File: src/rtl/mux4_rr_arbiter_if.sv
// Bundle of the four producer ports, the mux select/grant outputs and the
// single valid/ready output stream of the round-robin mux arbiter.
interface mux4_rr_arbiter_if #(
  parameter int unsigned WIDTH = 8
);
  logic [3:0]       req;
  logic [WIDTH-1:0] din_a;
  logic [WIDTH-1:0] din_b;
  logic [WIDTH-1:0] din_c;
  logic [WIDTH-1:0] din_d;
  logic [3:0]       gnt;
  logic             s1;
  logic             s2;
  logic [WIDTH-1:0] dout;
  logic             dout_valid;
  logic             dout_ready;
  logic             busy;

  // Arbiter side.
  modport master (
    input  req, din_a, din_b, din_c, din_d, dout_ready,
    output gnt, s1, s2, dout, dout_valid, busy
  );

  // Producers and consumer side.
  modport slave (
    output req, din_a, din_b, din_c, din_d, dout_ready,
    input  gnt, s1, s2, dout, dout_valid, busy
  );
endinterface

File: src/rtl/mux4_rr_arbiter.sv
// Round-robin arbiter sharing one 4:1 mux among requesters a..d, with each
// grant bounded to MAX_HOLD transferred beats and one IDLE bubble between grants.
module mux4_rr_arbiter #(
  parameter int unsigned WIDTH    = 8,
  parameter int unsigned MAX_HOLD = 4
) (
  input  logic                clk,
  input  logic                rst,
  mux4_rr_arbiter_if.master   bus
);

  localparam int unsigned CNT_W = $clog2(MAX_HOLD) + 1;

  typedef enum logic {
    IDLE  = 1'b0,
    GRANT = 1'b1
  } state_t;

  state_t           state;
  state_t           state_nxt;
  logic [1:0]       sel;
  logic [1:0]       sel_nxt;
  logic [1:0]       ptr;
  logic [1:0]       ptr_nxt;
  logic [3:0]       gnt;
  logic [3:0]       gnt_nxt;
  logic [CNT_W-1:0] beat_cnt;
  logic [CNT_W-1:0] beat_cnt_nxt;
  logic [1:0]       cand;
  logic             found;
  logic             xfer_c;

  // State and grant registers.
  always_ff @(posedge clk) begin
    if (rst) begin
      state    <= IDLE;
      sel      <= 2'd0;
      ptr      <= 2'd0;
      gnt      <= 4'd0;
      beat_cnt <= '0;
    end else begin
      state    <= state_nxt;
      sel      <= sel_nxt;
      ptr      <= ptr_nxt;
      gnt      <= gnt_nxt;
      beat_cnt <= beat_cnt_nxt;
    end
  end

  assign xfer_c = bus.dout_valid & bus.dout_ready;

  // Next-state: arbitrate in IDLE, count beats and decide release in GRANT.
  always_comb begin
    state_nxt    = state;
    sel_nxt      = sel;
    ptr_nxt      = ptr;
    gnt_nxt      = gnt;
    beat_cnt_nxt = beat_cnt;
    cand         = 2'd0;
    found        = 1'b0;
    unique case (state)
      IDLE: begin
        for (int i = 0; i < 4; i++) begin
          cand = ptr + 2'(i);
          if (!found && bus.req[cand]) begin
            found   = 1'b1;
            sel_nxt = cand;
          end
        end
        if (found) begin
          state_nxt    = GRANT;
          gnt_nxt      = 4'd1 << sel_nxt;
          beat_cnt_nxt = '0;
        end
      end
      GRANT: begin
        // A dropped request or the last allowed beat hands the mux on.
        if (!bus.req[sel] || (xfer_c && beat_cnt == CNT_W'(MAX_HOLD - 1))) begin
          state_nxt    = IDLE;
          gnt_nxt      = 4'd0;
          ptr_nxt      = sel + 2'd1;
          beat_cnt_nxt = '0;
        end else if (xfer_c) begin
          beat_cnt_nxt = beat_cnt + CNT_W'(1);
        end
      end
      default: state_nxt = IDLE;
    endcase
  end

  // Outputs: registered selects/grant, muxed data and valid follow live inputs.
  always_comb begin
    bus.dout       = {WIDTH{1'b0}};
    bus.dout_valid = 1'b0;
    bus.busy       = (state == GRANT);
    if (state == GRANT) begin
      unique case (sel)
        2'd0:    bus.dout = bus.din_a;
        2'd1:    bus.dout = bus.din_b;
        2'd2:    bus.dout = bus.din_c;
        default: bus.dout = bus.din_d;
      endcase
      bus.dout_valid = bus.req[sel];
    end
  end

  assign bus.gnt = gnt;
  assign bus.s1  = sel[1];
  assign bus.s2  = sel[0];

endmodule

File: src/flat_wrapper.sv
// flat-port wrapper written by rule: the top's interface ports become plain ports
module mux4_rr_arbiter_flat 
#(
  parameter int unsigned WIDTH    = 8,
  parameter int unsigned MAX_HOLD = 4
)
  (clk, rst, bus_req, bus_din_a, bus_din_b, bus_din_c, bus_din_d, bus_dout_ready, bus_gnt, bus_s1, bus_s2, bus_dout, bus_dout_valid, bus_busy);
  mux4_rr_arbiter_if #(.WIDTH(WIDTH)) bus_i ();
  input  logic clk;
  input  logic rst;
  input wire logic [$bits(bus_i.req)-1:0] bus_req;
  input wire logic [$bits(bus_i.din_a)-1:0] bus_din_a;
  input wire logic [$bits(bus_i.din_b)-1:0] bus_din_b;
  input wire logic [$bits(bus_i.din_c)-1:0] bus_din_c;
  input wire logic [$bits(bus_i.din_d)-1:0] bus_din_d;
  input wire logic [$bits(bus_i.dout_ready)-1:0] bus_dout_ready;
  output wire logic [$bits(bus_i.gnt)-1:0] bus_gnt;
  output wire logic [$bits(bus_i.s1)-1:0] bus_s1;
  output wire logic [$bits(bus_i.s2)-1:0] bus_s2;
  output wire logic [$bits(bus_i.dout)-1:0] bus_dout;
  output wire logic [$bits(bus_i.dout_valid)-1:0] bus_dout_valid;
  output wire logic [$bits(bus_i.busy)-1:0] bus_busy;
  assign bus_i.req = bus_req;
  assign bus_i.din_a = bus_din_a;
  assign bus_i.din_b = bus_din_b;
  assign bus_i.din_c = bus_din_c;
  assign bus_i.din_d = bus_din_d;
  assign bus_i.dout_ready = bus_dout_ready;
  assign bus_gnt = bus_i.gnt;
  assign bus_s1 = bus_i.s1;
  assign bus_s2 = bus_i.s2;
  assign bus_dout = bus_i.dout;
  assign bus_dout_valid = bus_i.dout_valid;
  assign bus_busy = bus_i.busy;
  mux4_rr_arbiter #(.WIDTH(WIDTH), .MAX_HOLD(MAX_HOLD)) u_core (.clk(clk), .rst(rst), .bus(bus_i));
endmodule
File: config.mk
export PLATFORM = sky130hd
export DESIGN_NAME = mux4_rr_arbiter_flat
export DESIGN_NICKNAME = d
export VERILOG_FILES = /design/src/rtl/mux4_rr_arbiter_if.sv /design/src/rtl/mux4_rr_arbiter.sv /design/src/flat_wrapper.sv
export SDC_FILE = /design/constraint.sdc
export NUM_CORES = 1
export LEC_CHECK = 0
export CORE_MARGIN = 1
export CORE_UTILIZATION = 44
export DETAILED_ROUTE_END_ITERATION = 7
export PLACE_DENSITY = 0.84
export RECOVER_POWER = 25
export SYNTH_ARGS = -nofsm -noshare
export SYNTH_HDL_FRONTEND = slang
export SYNTH_SLANG_ARGS = --single-unit
File: constraint.sdc
create_clock -name clk -period 2.6 [get_ports clk]
set_input_delay 0.26 -clock clk [delete_from_list [all_inputs] [get_ports clk]]
set_output_delay 0.26 -clock clk [all_outputs]
set_load 0.01 [all_outputs]
# == Word-level counts from Yosys, hierarchy flattened ==
# Index checks and enable logic that the tools add are counted.
# totals
output_inout_bits,16
register_bits,12
wordCells,73
input_bits,39
# classes
mux,36
reduce_logical,13
n_addsub,5
eq_ne,6
n_bitwise,2
magnitude_cmp,5
n_shift,1
# ops
op,count
one-hot mux 8 bit (3 select lines),1
two-way mux 1 bit,16
"less-than comparator 2 x 3 -> 1 bit, second input constant",5
binary-select mux 1 bit (select 2 bit),5
two-way mux 2 bit,5
two-way mux 3 bit,3
two-way mux 4 bit,2
two-way mux 8 bit,1
one-hot mux 4 bit (2 select lines),1
one-hot mux 3 bit (2 select lines),1
AND reduction 2 bit,3
"adder 2 x 1 -> 2 bit, second input constant",2
"adder 2 bit, second input constant",2
logical AND 1 bit,4
logical NOT 1 bit,4
"<< shifter 1 x 2 -> 4 bit, first input constant",1
"adder 3 x 1 -> 3 bit, second input constant",1
"equality test 3 x 2 -> 1 bit, second input constant",1
"!= test 3 bit, second input constant",1
"equality test 2 x 1 -> 1 bit, second input constant",1
"equality test 2 bit, second input constant",1
logical NOT 2 bit,1
"!= test 2 x 1 -> 1 bit, second input constant",1
"!= test 2 bit, second input constant",1
4 further kinds,4

# == Logic depth before layout (Yosys ltp) ==
# Gate-level depths: netlist of run 1.
# depth
word_depth,19
mapped_depth,7
depth_no_buf,6

# == Worst setup path after synthesis of run 1 ==
# Ideal clock, no wire load.
# synth_timing
path_type,register to output
startpoint,reg u_core.sel[0]
endpoint,out bus_dout[6]
setup_slack_ps,886
n_path_buf,1
t_arrival_ps,1454
stages_incl_launch_ff,8
t_required_ps,2340
cell_sequence,dfxtp_1 inv_1 ha_1 clkbuf_1 a222oi_1 nor2_1 a21oi_1 nor2_1
# synth_between
elab_chain_len,3
elab_cells_between_ends,5
cone_classes,eq/ne (2); mux (2); reduce/logical (1)
# synth_lines
item,line_no,source
start: declaration,mux4_rr_arbiter.sv:21,logic [1:0] sel;
start signal: assignment,mux4_rr_arbiter.sv:43,sel <= sel_nxt;
equality test 2 bit (tied with other cells),mux4_rr_arbiter.sv:97,unique case (sel)
one-hot mux 8 bit (3 select lines) (*),mux4_rr_arbiter.sv:97,
two-way mux 8 bit (*),mux4_rr_arbiter.sv:96,if (state == GRANT) begin
end: declaration,flat_wrapper.sv:20,output wire logic [$bits(bus_i.dout)-1:0] bus_dout;
# Every way passes the cells marked *; elsewhere a longest branch is shown, timed or not.

# == Worst setup path after layout of run 1 ==
# Same ends and word-level chain as after synthesis.

==> qor.yml, run 1 <==
track_usage_pct: 25.2
ioPinCount: 55
cts_buffers: 3
synthCells: 146
max_cap_violations: 0
syn-num-nets: 191
grt_pass1_wl_mm: 5.27
coreArea_sq_um: 2450
worstSetupStartpointType: "flip-flop"
worst_hold_slack_ns: 0.474
drive_gt1_share_pct: 12.2
max_freq_mhz: 412
post-route-period-util_pct: 93.4
yosys-top-cells-count: "nor2_1, a21oi_1, dfxtp_1"
yosysTopAreaCell: "dfxtp_1"
rr_worst_depth: 6
synthTopCellsByArea: "dfxtp_1, nor2_1, a222oi_1, ha_1, a21oi_1"
post-dp-hpwl_mm: 2.48
synth_edf_count: 0
route.detailed.drc: 0
placement.io_buffers: 54
async_reset_ff_share_pct: 0
holdPathStages: 1
avgViaCountPerCell: 5.77
peakVddDrop_mv: 0.371
cp-end-kind: "output port"
clock_skew_ns: 0.00196
synth-seq-area-share_pct: 21.2
fin_nets: 242
antenna_found_initial: 0
vias: 1305
ys_ff_latch: 12
synth-main-ff-cell: "dfxtp_1"
min_period_ns: 2.43
clk_latency_ns: 0.27
status: "finished, final reports clean"
initial_core_util_pct: 46.2
synth.top_cell.area_share_pct: 21.2
ys_warn_count: 0
timing.setup.tns_ns: 0
nFillCells: 191
drtPass1Iterations: 5
wirelength_mm: 3.27
gp_congestion: 0.960
worstPathArrival_ns: 2.17
slew_headroom_pct: 64.9
clkSinkCount: 12
cts_buffer_depth: 2
placed_cell_area_sq_um: 1670
h-tree-depth: 1
slew_violations: 0
ant_nets: 0
synth_cell_types: 43
grt_setup_unrepaired: "no"
rows: 18
area_delta_synth_final_pct: 51.3
cp.required_ns: 2.34
hold_path_class: "reg2reg"
cts_tree: "built"
synth.most_common_cell: "nor2_1"
die_h_um: 52.8
tightestPinTransition_ns: 0.526
critPathKind: "reg2out"
hold_viol_final: 0
synth_area_sq_um: 1130
die_area_sq_um: 2780
insertedDiodeCount: 0
grt_max_degree: 17
first_global_vias: 1186
finalSetupViolCount: 0
powerDensity_nw_per_um2: 403
stdcell_area_sq_um: 1720
clk_pin_slew_ns: 0.07
grt_overflow: 0
wl_per_cell_um: 14.5
dieWidth_um: 52.8
drt-initial-drc-count: 69
synth.avg_cell_area_sq_um: 7.76
clockRootBuffer: "clkbuf_4"
leakage_nw: 0.671
path_max_fanout: 8
## area by class of cell
cell class / count / area [sq um] / area share (%)
Multi-Input combinational cell: 111 / 785 / 45.7
Timing Repair Buffer: 59 / 578 / 33.7
Sequential cell: 12 / 241 / 14.1
Inverter: 10 / 37.5 / 2.19
Tap cell: 30 / 37.5 / 2.19
Clock buffer: 4 / 36.3 / 2.12
## power breakdown
group          switching (mW)  internal [mW]  leakage [nW]
clock network          0.0628         0.0851        0.0210
registers              0.0195          0.198        0.0985
logic                   0.149          0.177         0.552
## per-layer routing
metal	global-route usage (%)	vias up	part of all wire [%]
li1	-	643	-
met1	30.8	614	44
met2	44.1	43	50
met3	2.32	5	5.3
met4	11.4	0	1.2
met5	0	-	0
## flip-flops by register name (all words and copies together), names as in the netlist
signal,flops
u_core.bus.gnt,4
u_core.beat_cnt,3
u_core.ptr,2
u_core.sel,2
u_core.bus.busy,1
## layout by cell type (no fill, tap or decap), types with 3 or more instances in the layout
cell / synthesis / final
a222oi_1: 8 / 8
dfxtp_1: 12 / 11
clkdlybuf4s50_1: 0 / 47
inv_1: 10 / 10
nor3_1: 3 / 3
o2bb2ai_1: 3 / 3
clkbuf_4: 0 / 3
a21oi_1: 14 / 14
dlygate4sd3_1: 0 / 7
o21ai_0: 4 / 4
nand3b_1: 4 / 4
nand2b_1: 3 / 3
nand2_1: 5 / 5
ha_1: 6 / 4
o31ai_1: 3 / 3
buf_4: 0 / 5
nor2b_1: 4 / 4
nor2_1: 23 / 23
## critical path: stages, from the launching register on
cell	delay [ns]
dfxtp_2	0.40
inv_1	0.10
ha_2	0.26
a222oi_1	0.36
nor2_1	0.08
a21oi_1	0.16
nor2_1	0.05
clkdlybuf4s50_1	0.49
## worst paths after layout
kind | from | endpoint | slack, ns
max | u_core.sel[0]$_SDFFE_PP0N_ | bus_dout[6] | 0.17
min | u_core.bus.gnt[3]$_SDFFE_PP0P_ | u_core.bus.gnt[3]$_SDFFE_PP0P_ | 0.47
max reg2reg | u_core.ptr[0]$_SDFFE_PP0P_ | u_core.bus.gnt[1]$_SDFFE_PP0P_ | 0.67
min reg2reg | u_core.bus.gnt[3]$_SDFFE_PP0P_ | u_core.bus.gnt[3]$_SDFFE_PP0P_ | 0.47
## kinds of logic after synthesis
family	Yosys count	synth area share, %
flops	12	21.2
compound gates	50	34.7
mux	3	3.75
simple gates	52	23.7
buf+inv	23	10.0
fa+ha+maj	6	6.62
## per-stage QoR
stage	power, mW	utilization, %	cells	setup WS [ns]
after global placement	0.536	68.1	222	0.393
after detailed placement	0.545	68.1	222	0.297
final	0.691	69.9	226	0.171
after floorplan	0.403	-	146	0.886
after CTS	0.695	69.7	226	0.0821
after global routing	0.737	69.9	226	0.0299
## repair_timing
item / in CTS / in global routing
gates resized for setup: 1 / 2
endpoints found under the hold margin: 0 / 0
hold buffers: 0 / 0
endpoints found under the setup margin: 1 / 6
buffers inserted: 0 / 0
pin swaps: 0 / 1
Power figures use the tool's default switching activity.
==> run 2: changes to the inputs <==
- ABC_AREA: unset -> 1
- CORE_ASPECT_RATIO: unset -> 0.5
- CORE_UTILIZATION: 44 -> 45
- HOLD_SLACK_MARGIN: unset -> 0.12
- PLACE_DENSITY: 0.84 -> 0.83
==> qor.yml, run 2 <==
status: "finished, final reports clean"  # unchanged
wl_per_cell_um: 12.0  # was 14.5 um
ys_warn_count: 0  # unchanged
fin_nets: 302  # was 242
cp-end-kind: "output port"  # unchanged
cp.required_ns: 2.34  # about the same
drive_gt1_share_pct: 14.1  # was 12.2%
synth.top_cell.area_share_pct: 19.7  # was 21.2%
hold_viol_final: 0  # unchanged
first_global_vias: 1240  # was 1,186
insertedDiodeCount: 0  # unchanged
hold_path_class: "reg2reg"  # unchanged
antenna_found_initial: 0  # unchanged
synthCells: 205  # was 146
die_h_um: 39.1  # was 52.8 um
async_reset_ff_share_pct: 0  # unchanged
cts_hold_buf: 0  # unchanged
avgViaCountPerCell: 5.16  # was 5.77
max_cap_violations: 0  # unchanged
wirelength_mm: 3.53  # was 3.27 mm
route.detailed.drc: 0  # unchanged
crit_end: "bus_dout[5]"  # was bus_dout[6]
placedCellCount: 289  # was 222
r2r-end: "u_core.beat_cnt[0]$_SDFFE_PP0P_"  # was u_core.bus.gnt[1]$_SDFFE_PP0P_
vias: 1513  # was 1,305
yosys-top-cells-count: "nand2_1, a21oi_1, inv_1"  # was nor2_1, a21oi_1, dfxtp_1
post-route-period-util_pct: 91.9  # was 93.4%
synthTopCellsByArea: "nand2_1, dfxtp_1, nand2_2, a21oi_1, ha_1"  # was dfxtp_1, nor2_1, a222oi_1, ha_1, a21oi_1
dieWidth_um: 76.3  # was 52.8 um
grt_max_degree: 17  # unchanged
gp_congestion: 0.856  # was 0.960
worstPathArrival_ns: 2.13  # was 2.17 ns
layout_commonest_cell: "nand2_1"  # was clkdlybuf4s50_1
clk_pin_slew_ns: 0.06  # was 0.07 ns
yosysTopAreaCell: "nand2_1"  # was dfxtp_1
slew_headroom_pct: 65.6  # was 64.9%
clkSinkCount: 12  # unchanged
fin_util_pct: 71.1  # was 69.9%
max_freq_mhz: 418  # was 412 MHz
post-dp-hpwl_mm: 2.74  # was 2.48 mm
cts_resized: 0  # was 1
finalSetupViolCount: 0  # unchanged
worstSetupStartpointType: "flip-flop"  # unchanged
stdcell_count: 293  # was 226
coreArea_sq_um: 2600  # was 2450 sq um
placement.io_buffers: 54  # unchanged
clockRootBuffer: "clkbuf_8"  # was clkbuf_4
h-tree-depth: 1  # unchanged
ioPinCount: 55  # unchanged
grt_setup_unrepaired: "no"  # unchanged
ys_ff_latch: 12  # unchanged
grt_pass1_wl_mm: 5.61  # was 5.27 mm
peakVddDrop_mv: 0.704  # was 0.371 mV
die_area_sq_um: 2980  # was 2780 sq um
cts_tree: "built"  # unchanged
area_delta_synth_final_pct: 49.0  # was 51.3%
cts_buffers: 3  # unchanged
final_cell_mix: "nand2_1, clkdlybuf4s50_1, a21oi_1, inv_1, nand2_2"  # was clkdlybuf4s50_1, nor2_1, a21oi_1, dfxtp_1, inv_1
rows: 13  # was 18
worst_hold_slack_ns: 0.459  # was 0.474 ns
critPathKind: "reg2out"  # unchanged
largest_register_ffs: 4  # unchanged
leakage_nw: 0.826  # was 0.671 nW
synth.avg_cell_area_sq_um: 6.05  # was 7.76 sq um
drt-initial-drc-count: 69  # unchanged
cp-startpoint: "u_core.sel[0]$_SDFFE_PP0N_"  # unchanged
regToRegStartpoint: "u_core.ptr[0]$_SDFFE_PP0P_"  # unchanged
synth-main-ff-cell: "dfxtp_1"  # unchanged
cts_buffer_depth: 2  # unchanged
clk_latency_ns: 0.25  # was 0.27 ns
syn-num-nets: 250  # was 191
rr_worst_depth: 11  # was 6
initial_core_util_pct: 47.7  # was 46.2%
top_register: "u_core.bus.gnt"  # unchanged
synth-seq-area-share_pct: 19.4  # was 21.2%
clock_skew_ns: 0.00403  # was 0.00196 ns
synth_edf_count: 0  # unchanged
timing.setup.tns_ns: 0  # unchanged
track_usage_pct: 24.4  # was 25.2%
post_cts_buffers: 0  # unchanged
min_period_ns: 2.39  # was 2.43 ns
grt_overflow: 0  # unchanged
tightestPinTransition_ns: 0.516  # was 0.526 ns
r2r_setup_slack_ns: 0.65  # was 0.67 ns
powerDensity_nw_per_um2: 1050  # was 403 nW/um^2
reg_top3: "u_core.bus.gnt (4), u_core.beat_cnt (3)"  # unchanged
synth_area_sq_um: 1240  # was 1130 sq um
slew_violations: 0  # unchanged
synth_cell_types: 27  # was 43
synth.most_common_cell: "nand2_1"  # was nor2_1
path_max_fanout: 10  # was 8
drtPass1Iterations: 4  # was 5
nFillCells: 237  # was 191
ant_nets: 0  # unchanged
==> run 2: cell types whose count changed after synthesis, moves of 5 or more <==
cell,before,now
o21ai_0,4,14
a21oi_1,14,19
inv_1,10,18
nand3_1,1,13
nor2_1,23,5
nand2_1,5,65
nand2_2,1,16
a31oi_1,2,8
inv_2,0,5
a222oi_1,8,0
==> run 2: layout make-up <==
cell class | count | area [sq um] | area share (%)
clock buffers | 4 | 55.1 | 2.98
inverters | 24 | 90.1 | 4.87
flip-flops and latches | 12 | 240 | 13.0
well taps | 37 | 46.3 | 2.50
repair buffers | 55 | 548 | 29.6
multi-input cells | 161 | 870 | 47.0
==> run 2: how the worst min path moves through the flow <==
stage,start,to,cells after the start
4_1_cts,u_core.bus.gnt[3]$_SDFFE_PP0P_,u_core.bus.gnt[3]$_SDFFE_PP0P_,2
2_1_floorplan,u_core.beat_cnt[2]$_SDFFE_PP0P_,u_core.beat_cnt[2]$_SDFFE_PP0P_,2
6_report,u_core.bus.gnt[3]$_SDFFE_PP0P_,u_core.bus.gnt[3]$_SDFFE_PP0P_,2
5_1_grt,u_core.bus.gnt[2]$_SDFFE_PP0P_,u_core.bus.gnt[2]$_SDFFE_PP0P_,2
3_3_place_gp,u_core.beat_cnt[2]$_SDFFE_PP0P_,u_core.beat_cnt[2]$_SDFFE_PP0P_,2
3_5_place_dp,u_core.bus.gnt[1]$_SDFFE_PP0P_,u_core.bus.gnt[1]$_SDFFE_PP0P_,2
==> run 2: cells by family (layout without fill, tap and decap cells) <==
group / Yosys count / in the layout / synth area share [%]
AND/OR/NAND/NOR: 108 / 108 / 41.4
adder cells (fa/ha/maj): 6 / 6 / 6.05
AO/OA/AOI/OAI: 47 / 47 / 22.6
flip-flops: 12 / 12 / 19.4
buffers and inverters: 32 / 83 / 10.6
==> run 2: worst max-delay path, cell delays in order (launching register included) <==
cell and delay, ns:
dfxtp_1 0.51, ha_1 0.42, inv_1 0.19, o21ai_0 0.20, a31oi_1 0.06, clkdlybuf4s50_1 0.50
==> run 2: metrics by stage <==
step	total power [mW]	setup WS, ns	area (sq um)
after global routing	2.11	0.0951	1850
after floorplan	1.29	1.01	1240
after global placement	1.71	0.289	1790
after detailed placement	1.74	0.297	1790
final	1.94	0.210	1850
after CTS	1.96	0.205	1850
==> run 2: power breakdown <==
group / total, mW / internal (mW) / switching (mW)
Combinational: 1.38 / 0.573 / 0.811
Sequential: 0.349 / 0.251 / 0.0981
Clock: 0.209 / 0.134 / 0.0746
Total: 1.94 / 0.958 / 0.983
==> run 2: metal layers <==
metal	global-route usage [%]	vias to the layer above	wire, um
met4	8.65	0	37
met2	44.6	48	1600
met5	0	-	0
met3	2.82	5	209
met1	30.9	683	1690
li1	-	777	-
==> run 3: changes to the inputs <==
- CAP_MARGIN: unset -> 0
- GPL_TIMING_DRIVEN: unset -> 0
- PLACE_DENSITY: 0.83 -> 0.88
==> qor.yml, run 3 (synthesized netlist as in run 2, its figures left out) <==
holdPathStages: 2  # unchanged
leakage_nw: 0.830  # was 0.826 nW
final_cell_mix: "nand2_1, clkdlybuf4s50_1, a21oi_1, inv_1, nand2_2"  # unchanged
p_int_uw: 967  # was 958 uW
drt-met1-wl_mm: 1.55  # was 1.69 mm
fin_util_pct: 71.9  # was 71.1%
insertedDiodeCount: 0  # unchanged
slowest_delay_ns: 0.57  # was 0.51 ns
max_freq_mhz: 407  # was 418 MHz
slew_violations: 0  # unchanged
ioPinCount: 55  # unchanged
critPathKind: "reg2out"  # unchanged
post_cts_buffers: 0  # unchanged
r2r-end: "u_core.bus.gnt[0]$_SDFFE_PP0P_"  # was u_core.beat_cnt[0]$_SDFFE_PP0P_
layout_commonest_cell: "nand2_1"  # unchanged
largest_register_ffs: 4  # unchanged
finalSetupViolCount: 0  # unchanged
dieWidth_um: 76.3  # unchanged
cts_hold_buf: 0  # unchanged
grt_max_degree: 11  # was 17
hold_path.startpoint: "rst"  # was u_core.bus.gnt[3]$_SDFFE_PP0P_
crit_slowest_cell: "clkdlybuf4s50_1"  # was dfxtp_1
route.detailed.drc: 0  # unchanged
dr_wl_met3_um: 233  # was 209 um
grt_pass1_wl_mm: 5.72  # was 5.61 mm
initial_core_util_pct: 47.7  # unchanged
clockPowerShare_pct: 10.4  # was 10.8%
combPwrFrac_pct: 73.0  # was 71.3%
cts_tree: "built"  # unchanged
avgViaCountPerCell: 5.15  # was 5.16
tightestPinTransition_ns: 0.558  # was 0.516 ns
placement.io_buffers: 53  # was 54
die_h_um: 39.1  # unchanged
powerDensity_nw_per_um2: 1060  # was 1050 nW/um^2
die_area_sq_um: 2980  # unchanged
cts_buffers: 3  # unchanged
first_global_vias: 1303  # was 1,240
h-tree-depth: 1  # unchanged
nFillCells: 220  # was 237
cts_buffer_depth: 2  # unchanged
clock_skew_ns: 0.00301  # was 0.00403 ns
top_register: "u_core.bus.gnt"  # unchanged
r2r_setup_slack_ns: 0.75  # was 0.65 ns
post-route-period-util_pct: 94.6  # was 91.9%
track_usage_pct: 25.0  # was 24.4%
netSwitchingPower_mw: 1.01  # was 983 uW
min_period_ns: 2.46  # was 2.39 ns
fin_nets: 307  # was 302
grt_overflow: 0  # unchanged
regToRegStartpoint: "u_core.sel[0]$_SDFFE_PP0N_"  # was u_core.ptr[0]$_SDFFE_PP0P_
drtPass1Iterations: 4  # unchanged
post-dp-hpwl_mm: 2.81  # was 2.74 mm
clockRootBuffer: "clkbuf_8"  # unchanged
slew_headroom_pct: 62.4  # was 65.6%
rows: 13  # unchanged
clk_latency_ns: 0.24  # was 0.25 ns
antenna_found_initial: 0  # unchanged
cts_resized: 0  # unchanged
area_delta_synth_final_pct: 50.8  # was 49.0%
hold_viol_final: 0  # unchanged
wirelength_mm: 3.66  # was 3.53 mm
path_cells: "ha_1 > buf_1 > a21oi_1 > a31oi_1 > clkdlybuf4s50_1"  # was ha_1 > inv_1 > o21ai_0 > a31oi_1 > clkdlybuf4s50_1
reg_top3: "u_core.bus.gnt (4), u_core.beat_cnt (3)"  # unchanged
clk_pin_slew_ns: 0.06  # about the same
drt-initial-drc-count: 56  # was 69
drive_gt1_share_pct: 14.6  # was 14.1%
worstSetupStartpointType: "flip-flop"  # unchanged
peakVddDrop_mv: 0.780  # was 0.704 mV
clkSinkCount: 12  # unchanged
worstPathArrival_ns: 2.20  # was 2.13 ns
vias: 1534  # was 1,513
pre_cts_slack_ns: 0.286  # was 0.297 ns
seqPwrFrac_pct: 16.5  # was 18.0%
wl_per_cell_um: 12.3  # was 12.0 um
coreArea_sq_um: 2600  # unchanged
rr_worst_depth: 7  # was 11
cp.required_ns: 2.34  # about the same
status: "finished, final reports clean"  # unchanged
max_cap_violations: 0  # unchanged
path_max_fanout: 10  # unchanged
ant_nets: 0  # unchanged
switching_share_pct: 51.1  # was 50.7%
top_layer_used: "met3"  # was met4
cp-end-kind: "output port"  # unchanged
fin_ws_ns: 0.140  # was 0.210 ns
worstHoldEndpoint: "u_core.bus.gnt[2]$_SDFFE_PP0P_"  # was u_core.bus.gnt[3]$_SDFFE_PP0P_
hold_path_class: "in2reg"  # was reg2reg
wl_met2_mm: 1.88  # was 1.60 mm
gp_congestion: 0.952  # was 0.856
## run 3: cell types whose count changed in the layout (fill, tap and decap cells not counted), sizes merged
cell / before / now
dlygate4sd3: 7 / 6
buf: 1 / 6
clkbuf: 4 / 5
## run 3: metrics by stage
| stage | instances | setup TNS [ns] | cell area, sq um | power, mW | hold slack [ns] |
|---|---|---|---|---|---|
| 2_1_floorplan | 205 | 0 | 1240 | 1.29 | 0.440 |
| 3_3_place_gp | 295 | 0 | 1820 | 1.72 | 0.456 |
| 3_5_place_dp | 295 | 0 | 1820 | 1.75 | 0.455 |
| 4_1_cts | 299 | 0 | 1870 | 1.98 | 0.401 |
| 5_1_grt | 298 | -0.00173 | 1870 | 2.15 | 0.430 |
| 6_report | 298 | 0 | 1870 | 1.98 | 0.398 |
## run 3: worst max-delay path, delay by kind of cell, from the launching register on
kind | cells | cell delay (ns)
compound gates | 2 | 0.29
fa+ha+maj | 1 | 0.21
buf+inv | 2 | 0.90
flops | 1 | 0.55
## run 3: power by group through the flow
| stage | clock network [mW] | registers [mW] | logic (mW) |
|---|---|---|---|
| 2_1_floorplan | 0 | 0.330 | 0.965 |
| 3_3_place_gp | 0 | 0.326 | 1.39 |
| 3_5_place_dp | 0 | 0.330 | 1.42 |
| 4_1_cts | 0.206 | 0.327 | 1.45 |
| 5_1_grt | 0.215 | 0.336 | 1.60 |
| 6_report | 0.206 | 0.327 | 1.44 |
## run 3: routing by layer
metal  vias to the layer above  global-route usage [%]
met3                         0                    4.47
met1                       697                    29.2
met4                         0                    1.44
li1                        785                       -
met2                        52                    51.6
met5                         -                       0
## run 3: how the worst max path moves through the flow
stage	from	end	slack, ns	depth (start not counted)
2_1_floorplan	u_core.sel[0]$_SDFFE_PP0N_	u_core.beat_cnt[0]$_SDFFE_PP0P_	1.01	8
3_3_place_gp	bus_req[0]	bus_dout_valid	0.34	6
3_5_place_dp	bus_req[0]	bus_dout_valid	0.29	6
4_1_cts	u_core.sel[0]$_SDFFE_PP0N_	bus_dout[0]	0.02	6
5_1_grt	u_core.sel[0]$_SDFFE_PP0N_	bus_dout[0]	-0.002	5
6_report	u_core.sel[0]$_SDFFE_PP0N_	bus_dout[0]	0.14	5
## run 3: final cells by class
class                      count  area [sq um]  share of cell area, %
multi-input combinational    161           872                   46.6
timing repair buffer          53           531                   28.3
sequential                    12           240                   12.8
inverter                      24          90.1                   4.81
clock buffer                   4          55.1                   2.94
tap                           37          46.3                   2.47
buffer                         7          37.5                   2.01
